--- src/rtl/uart_tx_fetch_if.sv ---
// FIFO read-side handshake between an upstream FIFO and the UART transmitter.
// master = transmitter (issues load), slave = FIFO (supplies empty/din/din_valid).
interface uart_tx_fetch_if #(
  parameter int WIDTH = 8
) ();
  logic             empty;
  logic             load;
  logic [WIDTH-1:0] din;
  logic             din_valid;

  modport master (
    input  empty,
    input  din,
    input  din_valid,
    output load
  );

  modport slave (
    output empty,
    output din,
    output din_valid,
    input  load
  );
endinterface

--- src/rtl/uart_tx_fetch.sv ---
// UART transmitter that pulls each word from an upstream FIFO before framing it.
// Optional even-parity bit enabled by defining UART_TX_PARITY_EN.
module uart_tx_fetch #(
  parameter int WIDTH   = 8,
  parameter int CLK_DIV = 434
) (
  input  logic                  clk,
  input  logic                  rst,
  uart_tx_fetch_if.master       fifo,
  output logic                  txd,
  output logic                  busy,
  output logic                  tx_done
);

  localparam int CW = (CLK_DIV > 2) ? $clog2(CLK_DIV) : 1;
  localparam int BW = $clog2(WIDTH) + 1;
  localparam logic [CW-1:0] BAUD_LAST = CW'(CLK_DIV - 1);
  localparam logic [CW-1:0] BAUD_PRE  = CW'(CLK_DIV - 2);
  localparam logic [BW-1:0] BIT_LAST  = BW'(WIDTH - 1);

  typedef enum logic [2:0] {
    IDLE,
    FETCH,
    WAIT,
    START,
    DATA,
`ifdef UART_TX_PARITY_EN
    PARITY,
`endif
    STOP
  } state_t;

  state_t           state;
  logic [CW-1:0]    baud;
  logic [BW-1:0]    bitcnt;
  logic [WIDTH-1:0] shreg;
`ifdef UART_TX_PARITY_EN
  logic             par;
`endif

  wire baud_end = (baud == BAUD_LAST);

  always_ff @(posedge clk) begin
    if (rst) begin
      state     <= IDLE;
      txd       <= 1'b1;
      fifo.load <= 1'b0;
      busy      <= 1'b0;
      tx_done   <= 1'b0;
      baud      <= '0;
      bitcnt    <= '0;
      shreg     <= '0;
`ifdef UART_TX_PARITY_EN
      par       <= 1'b0;
`endif
    end else begin
      fifo.load <= 1'b0;
      tx_done   <= 1'b0;
      baud      <= '0;
      case (state)
        IDLE: begin
          if (!fifo.empty) begin
            state     <= FETCH;
            fifo.load <= 1'b1;
            busy      <= 1'b1;
          end
        end
        FETCH: state <= WAIT;
        WAIT: begin
          // No read data means the FIFO lost the race; drop back without a frame.
          if (fifo.din_valid) begin
            shreg <= fifo.din;
`ifdef UART_TX_PARITY_EN
            par   <= ^fifo.din;
`endif
            txd   <= 1'b0;
            state <= START;
          end else begin
            busy  <= 1'b0;
            state <= IDLE;
          end
        end
        START: begin
          baud <= baud_end ? '0 : baud + 1'b1;
          if (baud_end) begin
            bitcnt <= '0;
            txd    <= shreg[0];
            shreg  <= shreg >> 1;
            state  <= DATA;
          end
        end
        DATA: begin
          baud <= baud_end ? '0 : baud + 1'b1;
          if (baud_end) begin
            if (bitcnt == BIT_LAST) begin
`ifdef UART_TX_PARITY_EN
              txd   <= par;
              state <= PARITY;
`else
              txd   <= 1'b1;
              state <= STOP;
`endif
            end else begin
              bitcnt <= bitcnt + 1'b1;
              txd    <= shreg[0];
              shreg  <= shreg >> 1;
            end
          end
        end
`ifdef UART_TX_PARITY_EN
        PARITY: begin
          baud <= baud_end ? '0 : baud + 1'b1;
          if (baud_end) begin
            txd   <= 1'b1;
            state <= STOP;
          end
        end
`endif
        STOP: begin
          baud <= baud_end ? '0 : baud + 1'b1;
          // Registered pulse: set one cycle early so it lines up with the last stop cycle.
          if (baud == BAUD_PRE) tx_done <= 1'b1;
          if (baud_end) begin
            busy  <= 1'b0;
            state <= IDLE;
          end
        end
        default: begin
          txd   <= 1'b1;
          busy  <= 1'b0;
          state <= IDLE;
        end
      endcase
    end
  end

endmodule

--- src/flat_wrapper.sv ---
// flat-port wrapper written by rule: the top's interface ports become plain ports
module uart_tx_fetch_flat 
#(
  parameter int WIDTH   = 8,
  parameter int CLK_DIV = 434
)
  (clk, rst, txd, busy, tx_done, fifo_empty, fifo_din, fifo_din_valid, fifo_load);
  uart_tx_fetch_if #(.WIDTH(WIDTH)) fifo_i ();
  input  logic clk;
  input  logic rst;
  output logic txd;
  output logic busy;
  output logic tx_done;
  input wire logic [$bits(fifo_i.empty)-1:0] fifo_empty;
  input wire logic [$bits(fifo_i.din)-1:0] fifo_din;
  input wire logic [$bits(fifo_i.din_valid)-1:0] fifo_din_valid;
  output wire logic [$bits(fifo_i.load)-1:0] fifo_load;
  assign fifo_i.empty = fifo_empty;
  assign fifo_i.din = fifo_din;
  assign fifo_i.din_valid = fifo_din_valid;
  assign fifo_load = fifo_i.load;
  uart_tx_fetch #(.WIDTH(WIDTH), .CLK_DIV(CLK_DIV)) u_core (.clk(clk), .rst(rst), .fifo(fifo_i), .txd(txd), .busy(busy), .tx_done(tx_done));
endmodule
--- config.mk ---
export PLATFORM = sky130hd
export DESIGN_NAME = uart_tx_fetch_flat
export DESIGN_NICKNAME = d
export VERILOG_FILES = /design/src/rtl/uart_tx_fetch_if.sv /design/src/rtl/uart_tx_fetch.sv /design/src/flat_wrapper.sv
export SDC_FILE = /design/constraint.sdc
export NUM_CORES = 1
export LEC_CHECK = 0
export ABC_AREA = 1
export CORE_ASPECT_RATIO = 1.5
export CORE_MARGIN = 5
export CORE_UTILIZATION = 34
export DETAILED_ROUTE_END_ITERATION = 8
export MAX_ROUTING_LAYER = met4
export PLACE_DENSITY = 0.56
export SKIP_LAST_GASP = 1
export SLEW_MARGIN = 30
export SYNTH_ARGS = -nofsm -noshare
export SYNTH_HDL_FRONTEND = slang
export SYNTH_SLANG_ARGS = --single-unit
--- constraint.sdc ---
create_clock -name clk -period 1.97 [get_ports clk]
set_clock_uncertainty 0.15 [all_clocks]
set_input_delay 0.197 -clock clk [delete_from_list [all_inputs] [get_ports clk]]
set_output_delay 0.197 -clock clk [all_outputs]
set_load 0.005 [all_outputs]
Yosys cells after proc, flatten, opt, wreduce, memory -nomap -nowiden
Index checks and enable logic that the tools add are counted.
{"block": "totals", "reg_bits": 28, "out_inout_bits": 4, "wordCells": 72}
{"block": "op_classes", "addsub": 2, "eq_ne": 16, "muxes": 27, "bitwise": 5, "n_reduce_logical": 14}
{"op": "$mux W8", "n": 4}
{"op": "$pmux W8 S3", "n": 1}
{"op": "$eq A9 B9 Y1 const B", "n": 2}
{"op": "$pmux W3 S6", "n": 1}
{"op": "$mux W3", "n": 5}
{"op": "$mux W4", "n": 3}
{"op": "$reduce_and A4 Y1", "n": 3}
{"op": "$reduce_or A3 Y1", "n": 4}
{"op": "$reduce_and A5 Y1", "n": 2}
{"op": "$add A9 B1 Y9 const B", "n": 1}
{"op": "$mux W1", "n": 9}
{"op": "$ne A2 B1 Y1 const B", "n": 4}
{"op": "$ne A2 B2 Y1 const B", "n": 4}
{"op": "$pmux W1 S4", "n": 2}
{"op": "$pmux W4 S2", "n": 1}
{"op": "$eq A3 B2 Y1 const B", "n": 2}
{"op": "$eq A3 B3 Y1 const B", "n": 2}
{"op": "$not A1 Y1", "n": 5}
{"op": "$add A4 B1 Y4 const B", "n": 1}
{"op": "$eq A4 B3 Y1 const B", "n": 1}
{"op": "$reduce_or A2 Y1", "n": 2}
{"op": "$eq A3 B1 Y1 const B", "n": 1}
{"op": "$logic_not A3 Y1", "n": 1}
{"op": "$reduce_bool A3 Y1", "n": 1}
{"op": "other kinds (2)", "n": 2}

Depth between registers and ports, before layout
{"block": "logic_depth", "depth_word": 4, "mapped_depth": 11}

Least setup slack after synthesis
Ideal clock, no wire load.
{"block": "synth_path", "kind": "register -> register", "startpoint": "register u_core.baud[0]", "endpoint": "register u_core.shreg[0]", "arrival_time_ns": 1.251, "t_required_ns": 1.707, "setup_slack_ns": 0.456, "path_stages_with_launch": 10, "path_buffers": 1, "period_less_slack_ns": 1.514, "cell_sequence": "dfxtp_1 ha_1 nand2_1 nor2_1 nand2_1 nand2_4 nand3_4 buf_6 nor2_1 nor2_1"}
{"block": "synth_between", "elab_chain_cells": 3}
{"element": "start: declaration", "line_no": "uart_tx_fetch.sv:34", "text": "logic [CW-1:0] baud;"}
{"element": "start signal: assignment", "line_no": "uart_tx_fetch.sv:84", "text": "baud <= baud_end ? '0 : baud + 1'b1;"}
{"element": "start signal: assignment", "line_no": "uart_tx_fetch.sv:93", "text": "baud <= baud_end ? '0 : baud + 1'b1;"}
{"element": "start signal: assignment", "line_no": "uart_tx_fetch.sv:120", "text": "baud <= baud_end ? '0 : baud + 1'b1;"}
{"element": "$eq A9 B9 Y1 *", "line_no": "uart_tx_fetch.sv:41", "text": "wire baud_end = (baud == BAUD_LAST);"}
{"element": "$ne A2 B1 Y1 (no source line)"}
{"element": "$reduce_and A5 Y1 (no source line) *"}
{"element": "end signal: assignment", "line_no": "uart_tx_fetch.sv:72", "text": "shreg <= fifo.din;"}
{"element": "end signal: assignment", "line_no": "uart_tx_fetch.sv:88", "text": "shreg <= shreg >> 1;"}
{"element": "end signal: assignment", "line_no": "uart_tx_fetch.sv:106", "text": "shreg <= shreg >> 1;"}
{"element": "end: declaration", "line_no": "uart_tx_fetch.sv:36", "text": "logic [WIDTH-1:0] shreg;"}
Mark *: on every way between the ends. The rest lies on a longest branch, timed or not.
A chain may end at the register's enable or synchronous reset.

Worst setup path after layout
{"block": "layout_path", "startpoint": "register u_core.state[0]", "endpoint": "register u_core.shreg[5]"}
{"block": "layout_between", "elab_chain_cells": 3}
{"element": "start: declaration", "line_no": "uart_tx_fetch.sv:33", "text": "state_t state;"}
{"element": "start signal: assignment", "line_no": "uart_tx_fetch.sv:45", "text": "state <= IDLE;"}
{"element": "start signal: assignment", "line_no": "uart_tx_fetch.sv:63", "text": "state <= FETCH;"}
{"element": "start signal: assignment", "line_no": "uart_tx_fetch.sv:68", "text": "FETCH: state <= WAIT;"}
{"element": "$eq A3 B3 Y1 / $eq A3 B2 Y1 (equally long branches)", "line_no": "uart_tx_fetch.sv:60", "text": "case (state)"}
{"element": "$ne A2 B2 Y1 (no source line) (tied with other cells)"}
{"element": "$reduce_and A5 Y1 (no source line)"}
Several ways; a longest one is shown, not always the timed one.

==> flow_metrics.tcl <==
set metrics [dict create \
    cts_buffer_depth 2 \
    drt_iter0_drc 44 \
    synthTopCellsByArea "dfxtp_1 (37%), nand2_1 (17%), nor2_1 (10%)" \
    fillers 460 \
    core_area_um2 4280 \
    drv_cap 0 \
    grt_pass1_wl_um 5730 \
    p_leak_nw 0.801 \
    drt.antenna.violating_nets 0 \
    start_util_pct 35.6 \
    cts_hold_buf 0 \
    ys_ff_latch 28 \
    ys_seq_area_share_pct 36.8 \
    setup_viol 0 \
    wl_per_cell_um 10.5 \
    r2r_cells 8 \
    dieArea_um2 5950 \
    finalCriticalPeriod_ns 1.70 \
    final-instance-count-excl-fill 293 \
    clk_pin_slew_worst_paths_ns 0.09 \
    min_from "u_core.txd" \
    timing_worst_slew_pin_value_ns 0.304 \
    yosysMostFrequentCell "nand2_1" \
    holdPathStages 2 \
    antenna_found_initial 0 \
    power_density_nw_per_um2 1300 \
    cp_max_fo 15 \
    vias 1339 \
    r2r_end "u_core.shreg[5]" \
    portBuffers 15 \
    clock_sinks 28 \
    synthArstFlopShare_pct 0 \
    holdPathEnd "u_core.txd" \
    dp_hpwl_um 2370 \
    crit_required_ns 2.03 \
    cts_root_buf "clkbuf_8" \
    holdCritPathClass "flip-flop to flip-flop" \
    synthToLayoutAreaGrowth_pct 15.2 \
    via_per_inst 4.57 \
    rsz0062_at_grt "false" \
    synth_cell_types 23 \
    setup.worst_path.start_class "flip-flop" \
    final_nets 265 \
    cts_resized 0 \
    synth_top_area_share_pct 36.8 \
    antenna_cells 0 \
    route.detailed.drc 0 \
    pin_count 16 \
    finalWirelength_um 3080 \
    synth_fp_nets 247 \
    die_h_um 92.0 \
    grt_usage_pct 12.2 \
    place_inst 290 \
    slew_headroom_pct 79.7 \
    gr-total-overflow 0 \
    setup_tns_ns 0 \
    worstReg2RegStart "u_core.state[0]" \
    synthFlopType "dfxtp_1" \
    grt_pass1_vias 1358 \
    arrival_ns 1.76 \
    clk_latency_ns 0.27 \
    gp_congestion 0.770 \
    peakVddDrop_mv 0.367 \
    rows 29 \
    maxSlewViolCount 0 \
    post-route-period-util_pct 86.2 \
    synth_edf_count 0 \
    cp-end-kind "flip-flop" \
    critPathKind "flip-flop to flip-flop" \
    syn_area_um2 1520 \
    power_mw 2.28 \
    cts_made_buffers 3 \
    grt_start_max_net_pins 16 \
    r2r_slack_ns 0.27 \
    holdWs_ns 0.319 \
    finalHoldViolCount 0 \
    dr.pass1.iters 4 \
    outcome "finished, final reports clean" \
    h-tree-depth 1 \
    synth_common_cells "nand2_1 (68), nor2_1 (41), dfxtp_1 (28)" \
    max_freq_ghz 0.589 \
    drive_above_1_share_pct 7.69 \
    postSynthCellCount 231 \
    yosys_warnings 0 \
    cts_setup_buffers 0 \
    cts_tree "yes" \
    die_x_um 64.7 \
    post_synth.cell_area_avg_um2 6.60 \
    yosys.area.top_type "dfxtp_1" \
]
-- state kept, by name (all words and copies together), names as in the netlist --
signal and count:
u_core.busy 1, u_core.bitcnt 4, u_core.tx_done 1, u_core.fifo.load 1, u_core.baud 9, u_core.state 3
u_core.shreg 8, u_core.txd 1
-- where the power goes --
group          internal, mW  switching [mW]
logic                 0.407           0.701
registers             0.729           0.131
clock network         0.137           0.170
-- how the worst max path moves through the flow --
stage / slack (ns) / from / cells after the start / end
after floorplan: 0.46 / u_core.baud[0] / 9 / u_core.shreg[0]
after global placement: 0.31 / u_core.state[0] / 7 / u_core.shreg[5]
after detailed placement: 0.28 / u_core.state[0] / 7 / u_core.shreg[4]
after CTS: 0.25 / u_core.state[0] / 8 / u_core.shreg[5]
after global routing: 0.09 / u_core.state[0] / 8 / u_core.shreg[2]
final: 0.27 / u_core.state[0] / 8 / u_core.shreg[5]
-- critical path, stage by stage (launching register included) --
cell	delay [ns]
dfxtp_1	0.51
nor2_2	0.11
nand2_4	0.17
nand2_4	0.13
nand2_4	0.16
nand3_4	0.17
nand2_1	0.10
nand2_1	0.05
nor2_1	0.08
-- cell families after synthesis --
kind of cell / Yosys count / share of synthesized area [%]
XOR/XNOR: 4 / 2.30
adder cells (fa/ha/maj): 4 / 3.28
AND/OR/NAND/NOR: 149 / 43.9
AO/OA/AOI/OAI: 13 / 4.43
buffers and inverters: 33 / 9.28
flip-flops: 28 / 36.8
-- area by class of cell --
class                      count  area, µm²  area share (%)
tap                           46       57.6            3.28
multi-input combinational    170        822            46.8
clock buffer                   3       41.3            2.35
timing repair buffer          17        165            9.41
inverter                      29        109            6.20
sequential                    28        561            31.9
-- layout by cell type, fill, tap and decap left out, drive strengths merged, types with 4 or more instances in the layout --
cell           instances
nand2                 72
nor2                  44
dfxtp                 28
inv                   28
nand3                 22
clkdlybuf4s50         15
a21oi                  9
nand4                  5
xor2                   4
ha                     4
-- routing by layer --
metal / vias up / global-route usage [%] / wire [µm]
li1: 749 / - / -
met1: 578 / 13.4 / 1390
met2: 7 / 21.6 / 1590
met3: 5 / 1.96 / 51
met4: 0 / 4.76 / 51
met5: - / - / 0
-- stage by stage --
stage / worst slack (ns) / instance area, µm² / util (%)
global placement: 0.307 / 1710 / 40.0
floorplan: 0.456 / 1520 / -
global route: 0.0867 / 1760 / 41.0
CTS: 0.254 / 1760 / 41.0
finish: 0.272 / 1760 / 41.0
detailed placement: 0.279 / 1710 / 40.0
No activity file was read; power rests on OpenSTA's default activity.
